`src/rtl/sensor_router_pkg.sv`:
```
`default_nettype none
// ============================================================================
// Package  : sensor_router_pkg
// Desc     : Shared state encoding, ASCII constants and parameter checks for
//            the UART-command-to-sensor router.
// Revision : 1.0  initial release
// ============================================================================
package sensor_router_pkg;

    typedef enum logic [2:0] {
        IDLE  = 3'd0,
        START = 3'd1,
        WAIT  = 3'd2,
        CONV  = 3'd3,
        SEND  = 3'd4,
        ERR   = 3'd5
    } router_state_t;

    localparam logic [7:0] CMD_BASE   = 8'h41;
    localparam logic [7:0] ASCII_CR   = 8'h0D;
    localparam logic [7:0] ASCII_ERR  = 8'h45;
    localparam logic [7:0] ASCII_ZERO = 8'h30;

    // True when DIGITS decimal digits can represent every DW-bit unsigned value.
    function automatic bit digits_ok(input int dw, input int digits);
        longint unsigned p;
        p = 64'd1;
        for (int i = 0; i < digits; i++) begin
            if (p > (64'd1 << 59)) return 1'b1;
            p = p * 64'd10;
        end
        if (dw >= 63) return 1'b0;
        return (p >= (64'd1 << dw));
    endfunction

endpackage
`default_nettype wire

```
`src/rtl/bin2ascii_seq.sv`:
```
`default_nettype none
// ============================================================================
// Module   : bin2ascii_seq
// Desc     : Sequential double-dabble; DW shift steps then a one-cycle done,
//            producing DIGITS ASCII digits (digit 0 = least significant).
// Revision : 1.0  initial release
// ============================================================================
module bin2ascii_seq
    import sensor_router_pkg::*;
#(
    parameter int DW     = 16,
    parameter int DIGITS = 5
)(
    input  logic                  clk,
    input  logic                  rst,
    input  logic                  start,
    input  logic [DW-1:0]         bin,
    output logic                  done,
    output logic [8*DIGITS-1:0]   ascii
);

    localparam int CNW = $clog2(DW + 1);
    localparam int BW  = 4 * DIGITS;

    generate
        if (!digits_ok(DW, DIGITS)) begin : g_bad_digits
            $error("bin2ascii_seq: 10**DIGITS must exceed 2**DW-1");
        end
    endgenerate

    logic [BW-1:0]    r_bcd;
    logic [DW-1:0]    r_bin;
    logic [CNW-1:0]   r_cnt;
    logic             r_busy;
    logic             r_done;

    logic [BW-1:0]    w_src_bcd;
    logic [DW-1:0]    w_src_bin;
    logic [BW-1:0]    w_adj;
    logic [BW+DW-1:0] w_cat;

    // The first shift happens in the start cycle, so DW steps end one cycle
    // before done and the whole conversion spans DW+1 cycles.
    always_comb begin
        w_src_bcd = start ? '0 : r_bcd;
        w_src_bin = start ? bin : r_bin;
        w_adj     = w_src_bcd;
        for (int d = 0; d < DIGITS; d++) begin
            if (w_src_bcd[4*d +: 4] >= 4'd5) begin
                w_adj[4*d +: 4] = w_src_bcd[4*d +: 4] + 4'd3;
            end
        end
        w_cat = {w_adj, w_src_bin} << 1;
    end

    always_ff @(posedge clk or negedge rst) begin
        if (!rst) begin
            r_bcd  <= '0;
            r_bin  <= '0;
            r_cnt  <= '0;
            r_busy <= 1'b0;
            r_done <= 1'b0;
        end else begin
            r_done <= 1'b0;
            if (start) begin
                {r_bcd, r_bin} <= w_cat;
                r_cnt          <= CNW'(1);
                if (DW == 1) begin
                    r_done <= 1'b1;
                end else begin
                    r_busy <= 1'b1;
                end
            end else if (r_busy) begin
                {r_bcd, r_bin} <= w_cat;
                r_cnt          <= r_cnt + 1'b1;
                if (r_cnt == CNW'(DW - 1)) begin
                    r_busy <= 1'b0;
                    r_done <= 1'b1;
                end
            end
        end
    end

    assign done = r_done;

    generate
        for (genvar d = 0; d < DIGITS; d++) begin : g_digit
            assign ascii[8*d +: 8] = ASCII_ZERO + {4'h0, r_bcd[4*d +: 4]};
        end
    endgenerate

endmodule
`default_nettype wire

```
`src/rtl/sensor_cmd_router.sv`:
```
`default_nettype none
// ============================================================================
// Module   : sensor_cmd_router
// Desc     : Routes a UART command byte to one of NCH sensors and returns the
//            result as fixed-width decimal ASCII plus CR, or 'E',CR on timeout.
// Revision : 1.0  initial release
// ============================================================================
module sensor_cmd_router
    import sensor_router_pkg::*;
#(
    parameter int NCH         = 4,
    parameter int DW          = 16,
    parameter int DIGITS      = 5,
    parameter int TIMEOUT_CYC = 1_000_000
)(
    input  logic                clk,
    input  logic                rst,
    input  logic [7:0]          rx_data,
    input  logic                rx_valid,
    output logic [7:0]          tx_data,
    output logic                tx_valid,
    input  logic                tx_ready,
    output logic [NCH-1:0]      ch_start,
    input  logic [NCH-1:0]      ch_valid,
    input  logic [NCH*DW-1:0]   ch_data,
    output logic                busy,
    output logic                cmd_drop
);

    localparam int SW = (NCH > 1) ? $clog2(NCH) : 1;
    localparam int CW = (TIMEOUT_CYC > 1) ? $clog2(TIMEOUT_CYC) : 1;
    localparam int IW = $clog2(DIGITS + 2);

    localparam logic [CW-1:0] c_TMO_LAST  = CW'(TIMEOUT_CYC - 1);
    localparam logic [IW-1:0] c_SEND_LAST = IW'(DIGITS);
    localparam logic [IW-1:0] c_ERR_LAST  = IW'(1);

    generate
        if (NCH < 1 || NCH > 8) begin : g_bad_nch
            $error("sensor_cmd_router: NCH must be in 1..8");
        end
    endgenerate

    router_state_t          r_state;
    router_state_t          w_next;
    logic [SW-1:0]          r_sel;
    logic [DW-1:0]          r_cap;
    logic [CW-1:0]          r_tmo;
    logic [IW-1:0]          r_idx;
    logic                   r_conv_start;
    logic                   r_cmd_drop;

    logic [7:0]             w_off;
    logic                   w_cmd_ok;
    logic                   w_sel_valid;
    logic [DW-1:0]          w_sel_data;
    logic [NCH-1:0]         w_start_vec;
    logic                   w_xfer;
    logic                   w_conv_done;
    logic [8*DIGITS-1:0]    w_ascii;
    logic [7:0]             w_byte;

    assign w_off    = rx_data - CMD_BASE;
    assign w_cmd_ok = (rx_data >= CMD_BASE) && (w_off < 8'(NCH));
    assign w_xfer   = ((r_state == SEND) || (r_state == ERR)) && tx_ready;

    // Only the latched channel is looked at; other strobes are ignored.
    always_comb begin
        w_sel_valid = 1'b0;
        w_sel_data  = '0;
        w_start_vec = '0;
        for (int i = 0; i < NCH; i++) begin
            if (r_sel == SW'(i)) begin
                w_sel_valid    = ch_valid[i];
                w_sel_data     = ch_data[i*DW +: DW];
                w_start_vec[i] = 1'b1;
            end
        end
    end

    always_comb begin
        w_byte = ASCII_CR;
        for (int d = 0; d < DIGITS; d++) begin
            if (r_idx == IW'(DIGITS - 1 - d)) begin
                w_byte = w_ascii[8*d +: 8];
            end
        end
    end

    always_ff @(posedge clk or negedge rst) begin
        if (!rst) begin
            r_state <= IDLE;
        end else begin
            r_state <= w_next;
        end
    end

    always_comb begin
        w_next   = r_state;
        tx_valid = 1'b0;
        tx_data  = 8'h00;
        ch_start = '0;
        busy     = (r_state != IDLE);
        case (r_state)
            IDLE: begin
                if (rx_valid && w_cmd_ok) w_next = START;
            end
            START: begin
                ch_start = w_start_vec;
                w_next   = WAIT;
            end
            WAIT: begin
                // Data arriving on the final timeout cycle takes priority.
                if (w_sel_valid)              w_next = CONV;
                else if (r_tmo == c_TMO_LAST) w_next = ERR;
            end
            CONV: begin
                if (w_conv_done) w_next = SEND;
            end
            SEND: begin
                tx_valid = 1'b1;
                tx_data  = w_byte;
                if (w_xfer && (r_idx == c_SEND_LAST)) w_next = IDLE;
            end
            ERR: begin
                tx_valid = 1'b1;
                tx_data  = (r_idx == '0) ? ASCII_ERR : ASCII_CR;
                if (w_xfer && (r_idx == c_ERR_LAST)) w_next = IDLE;
            end
            default: begin
                w_next = IDLE;
            end
        endcase
    end

    always_ff @(posedge clk or negedge rst) begin
        if (!rst) begin
            r_sel        <= '0;
            r_cap        <= '0;
            r_tmo        <= '0;
            r_idx        <= '0;
            r_conv_start <= 1'b0;
            r_cmd_drop   <= 1'b0;
        end else begin
            r_cmd_drop   <= rx_valid && ((r_state != IDLE) || !w_cmd_ok);
            r_conv_start <= (r_state == WAIT) && w_sel_valid;

            if ((r_state == IDLE) && rx_valid && w_cmd_ok) begin
                r_sel <= w_off[SW-1:0];
            end

            if ((r_state == WAIT) && w_sel_valid) begin
                r_cap <= w_sel_data;
            end

            if (r_state == START) begin
                r_tmo <= '0;
            end else if ((r_state == WAIT) && (r_tmo != c_TMO_LAST)) begin
                r_tmo <= r_tmo + 1'b1;
            end

            // Byte index only moves on a completed transfer.
            if ((r_state == SEND) || (r_state == ERR)) begin
                if (w_xfer) r_idx <= r_idx + 1'b1;
            end else begin
                r_idx <= '0;
            end
        end
    end

    assign cmd_drop = r_cmd_drop;

    bin2ascii_seq #(
        .DW     (DW),
        .DIGITS (DIGITS)
    ) u_bin2ascii (
        .clk    (clk),
        .rst    (rst),
        .start  (r_conv_start),
        .bin    (r_cap),
        .done   (w_conv_done),
        .ascii  (w_ascii)
    );

endmodule
`default_nettype wire

```
`config.mk`:
```
export PLATFORM = sky130hd
export DESIGN_NAME = sensor_cmd_router
export DESIGN_NICKNAME = d
export VERILOG_FILES = /design/src/rtl/sensor_router_pkg.sv /design/src/rtl/bin2ascii_seq.sv /design/src/rtl/sensor_cmd_router.sv
export SDC_FILE = /design/constraint.sdc
export NUM_CORES = 1
export LEC_CHECK = 0
export CAP_MARGIN = 20
export CORE_MARGIN = 1.5
export CORE_UTILIZATION = 40
export DETAILED_ROUTE_END_ITERATION = 8
export HOLD_SLACK_MARGIN = 0.15
export PLACE_DENSITY_LB_ADDON = 0.12
export SKIP_CTS_REPAIR_TIMING = 1
export SLEW_MARGIN = 25
export SYNTH_ARGS = -nofsm -noshare
export SYNTH_HDL_FRONTEND = slang
export SYNTH_SLANG_ARGS = --single-unit
```
`constraint.sdc`:
```
create_clock -name clk -period 6.7 [get_ports clk]
set_input_delay 1.34 -clock clk [delete_from_list [all_inputs] [get_ports clk]]
set_output_delay 1.34 -clock clk [all_outputs]
set_load 0.02 [all_outputs]
```
==> results.sh <==
export IMPL_cts_made_buffers=9
export IMPL_grt_overflow_total=0
export IMPL_ys_flop_type="dfrtp_1"
export IMPL_cts_buffer_depth=2
export IMPL_fin_nets=689
export IMPL_synth_compound_area_frac=0.1076
export IMPL_path_clk_slew_ns=0.06
export IMPL_grtUsageTotal=0.1804
export IMPL_synth_area_um2=5165
export IMPL_grtUsageMet2=0.3075
export IMPL_max_slew_margin_rel=0.4127
export IMPL_hold_path_depth=2
export IMPL_die_height_um=116.6
export IMPL_synthCells=509
export IMPL_drt_wl_total_um=11180
export IMPL_drv_slew=0
export IMPL_ff2ff_path_depth=9
export IMPL_finalClockSkew_ns=0.005300
export IMPL_rsz0062_at_grt="false"
export IMPL_maxCapViolations=0
export IMPL_post_route_drc_count=0
export IMPL_grt_use_met3=0.04670
export IMPL_min_period_ns=4.185
export IMPL_dr_pass1_iters=4
export IMPL_dieWidth_um=116.6
export IMPL_port_buffers=93
export IMPL_synth_async_reset_ratio=1.000
export IMPL_synth_avg_cell_area_um2=10.15
export IMPL_power_density_nw_per_um2=335.9
export IMPL_drive_above_1_share=0.1076
export IMPL_criticalPathCategory="reg2out"
export IMPL_worstSetupEndpointType="output port"
export IMPL_yosysUniqueCellTypes=56
export IMPL_grt_pass1_wl_um=19260
export IMPL_vias=4013
export IMPL_grtUsageMet1=0.2261
export IMPL_peakVddDrop_uv=160.7
export IMPL_num_antenna_cells=0
export IMPL_synthSimpleGateAreaFrac=0.1727
export IMPL_cts_tree="done"
export IMPL_core_area_um2=12620
export IMPL_start_util=0.4093
export IMPL_grt_max_degree=64
export IMPL_fmax_ghz=0.2389
export IMPL_synth_fa_ha_area_frac=0.04603
export IMPL_start_kind="flop"
export IMPL_status="completed"
export IMPL_leakage_uw=0.002846
export IMPL_hold_viol=0
export IMPL_syn2layout_area_growth_pct=26.19
export IMPL_ys_warn_count=0
export IMPL_cp_data_arrival_time_ns=2.85
export IMPL_min_path_type="reg2reg"
export IMPL_clk_latency_ns=0.34
export IMPL_rows=41
export IMPL_cp_data_required_time_ns=5.36
export IMPL_ys_ff_latch=88
export IMPL_dpl_hpwl_um=8093
export IMPL_cts_root_buffer="clkbuf_16"
export IMPL_crit_chain="ha_1 > ha_1 > inv_1 > nand4_1 > a31oi_1 > mux2i_1 > a2111oi_0 > clkdlybuf4s50_1"
export IMPL_tightest_slew_ns=0.8810
export IMPL_busiest_layer="met2"
export IMPL_final_util=0.5165
export IMPL_grt_pass1_vias=4018
export IMPL_finalSetupViolCount=0
export IMPL_ys_seq_area_frac=0.4264
export IMPL_n_fill_cell=1186
export IMPL_max_stage_delay_ns=0.68
export IMPL_syn_num_nets=608
export IMPL_die_area_um2=13600
export IMPL_critical_path_peak_fanout=4
export IMPL_synth_edf_count=0
export IMPL_fin_setup_tns_ns=0
export IMPL_cp_common_cell="ha_1"
export IMPL_synth_mux_area_frac=0.1638
export IMPL_slowest_stage="clkdlybuf4s50_1"
export IMPL_io_pin_count=95
export IMPL_antenna_left=0
export IMPL_synth_top_family_by_area="simple AND/OR/NAND/NOR gates"
export IMPL_drt_iter0_markers=176
export IMPL_cts_htree_levels=3
export IMPL_synthXorXnorAreaFrac=0.04409
export IMPL_gp_congestion=0.8182
export IMPL_fin_crit_sh=0.6247
export IMPL_clkSinkCount=88
export IMPL_drt_wirelength_per_cell_um=14.58
export IMPL_viasPerCell=5.232
export IMPL_antenna_found_initial=0
synth_stat cells, drive strengths merged, types with 4 or more instances:
library cell / instances / share of area
a211oi: 4 / 0.0058
a21oi: 27 / 0.026
and3: 4 / 0.0048
buf: 8 / 0.010
clkbuf: 19 / 0.014
dfrtp: 88 / 0.43
ha: 19 / 0.046
inv: 19 / 0.014
mux2: 18 / 0.039
mux2i: 26 / 0.050
mux4: 17 / 0.074
nand2: 42 / 0.031
nand2b: 22 / 0.027
nand3: 20 / 0.019
nand4: 4 / 0.0048
nor2: 45 / 0.033
nor3: 10 / 0.0097
o2111ai: 4 / 0.0068
o211ai: 7 / 0.010
o21ai: 36 / 0.035
or3: 5 / 0.0061
xnor2: 11 / 0.019
xor2: 15 / 0.025
logic make-up (layout without fill, tap and decap cells):
family	count (synthesis)	after routing
simple gates	174	174
xor+xnor	26	26
other cells	1	1
flops	88	88
mux	61	61
buf+inv	47	133
compound gates	93	93
fa+ha+maj	19	19
state kept, by name, indices dropped and copies added, names as in the netlist:
register and cells:
cmd_drop 1, r_cap 16, r_conv_start 1, r_idx 3, r_sel 2, r_state 3, r_tmo 20, u_bin2ascii.done 1
u_bin2ascii.r_bcd 20, u_bin2ascii.r_bin 15, u_bin2ascii.r_busy 1, u_bin2ascii.r_cnt 5
cell type report:
type                    count  area [um2]  share of cell area
clock buffers              13       260.3             0.03993
repair buffers             97       958.4              0.1471
flip-flops and latches     88        2206              0.3385
inverters                  20       75.07             0.01152
multi-input cells         374        2763              0.4239
clock inverters             3       40.04            0.006143
well taps                 172       215.2             0.03302
worst max-delay path, delay by kind of cell, from the launching register on:
family,cells,cell delay (ns)
adder cells (fa/ha/maj),2,0.43
multiplexers,1,0.09
AO/OA/AOI/OAI,2,0.65
buffers and inverters,2,0.80
flip-flops,1,0.42
AND/OR/NAND/NOR,1,0.11
layer usage:
layer	up-vias	routed length [um]
met1	1960	5012
met4	0	115
li1	1976	-
met2	69	5523
met5	-	0
met3	8	529
stage by stage:
step	power [uW]	cells	hold WS, ns	instance area (um2)	worst slack (ns)
final	2189	767	0.4786	6518	2.515
after global routing	2365	767	0.5031	6518	2.268
after CTS	2226	767	0.4867	6515	2.460
after detailed placement	1702	751	0.4728	6215	2.839
after global placement	1669	751	0.4586	6215	2.910
after floorplan	1474	509	0.4444	5165	2.978
final timing paths:
check | start | to | slack, ns
setup reg to reg | r_conv_start$_DFF_PN0_ | u_bin2ascii.r_bcd[9]$_DFFE_PN0P_ | 3.98
max in group asynchronous | rst | r_cap[6]$_DFFE_PN0P_ | 4.68
min in group asynchronous | rst | u_bin2ascii.r_bin[2]$_DFFE_PN0P_ | 0.90
hold reg to reg | r_cap[2]$_DFFE_PN0P_ | u_bin2ascii.r_bin[3]$_DFFE_PN0P_ | 0.48
hold / removal | r_cap[2]$_DFFE_PN0P_ | u_bin2ascii.r_bin[3]$_DFFE_PN0P_ | 0.48
setup / recovery | r_idx[0]$_DFFE_PN0P_ | tx_data[1] | 2.51
where the power goes:
| part | switching [uW] | internal (uW) | leakage [uW] |
|---|---|---|---|
| Clock | 200 | 308 | 0.000150 |
| Combinational | 354 | 399 | 0.00157 |
| Sequential | 217 | 713 | 0.00113 |
| Total | 770 | 1420 | 0.00285 |
layout by cell type (no fill, tap or decap), types with 5 or more instances in the layout:
master           instances
mux2i_1                 26
xor2_1                  15
clkbuf_16                9
nand3_1                 20
or3_1                    5
buf_4                    5
nand2b_1                22
nand2_1                 42
mux2_2                  18
mux4_2                  17
inv_1                   19
ha_1                    19
o211ai_1                 7
a21oi_1                 27
o21ai_0                 36
nor2_1                  45
xnor2_1                 11
nor3_1                  10
dfrtp_1                 87
clkdlybuf4s50_1         92
No activity file was read; power rests on OpenSTA's default activity.
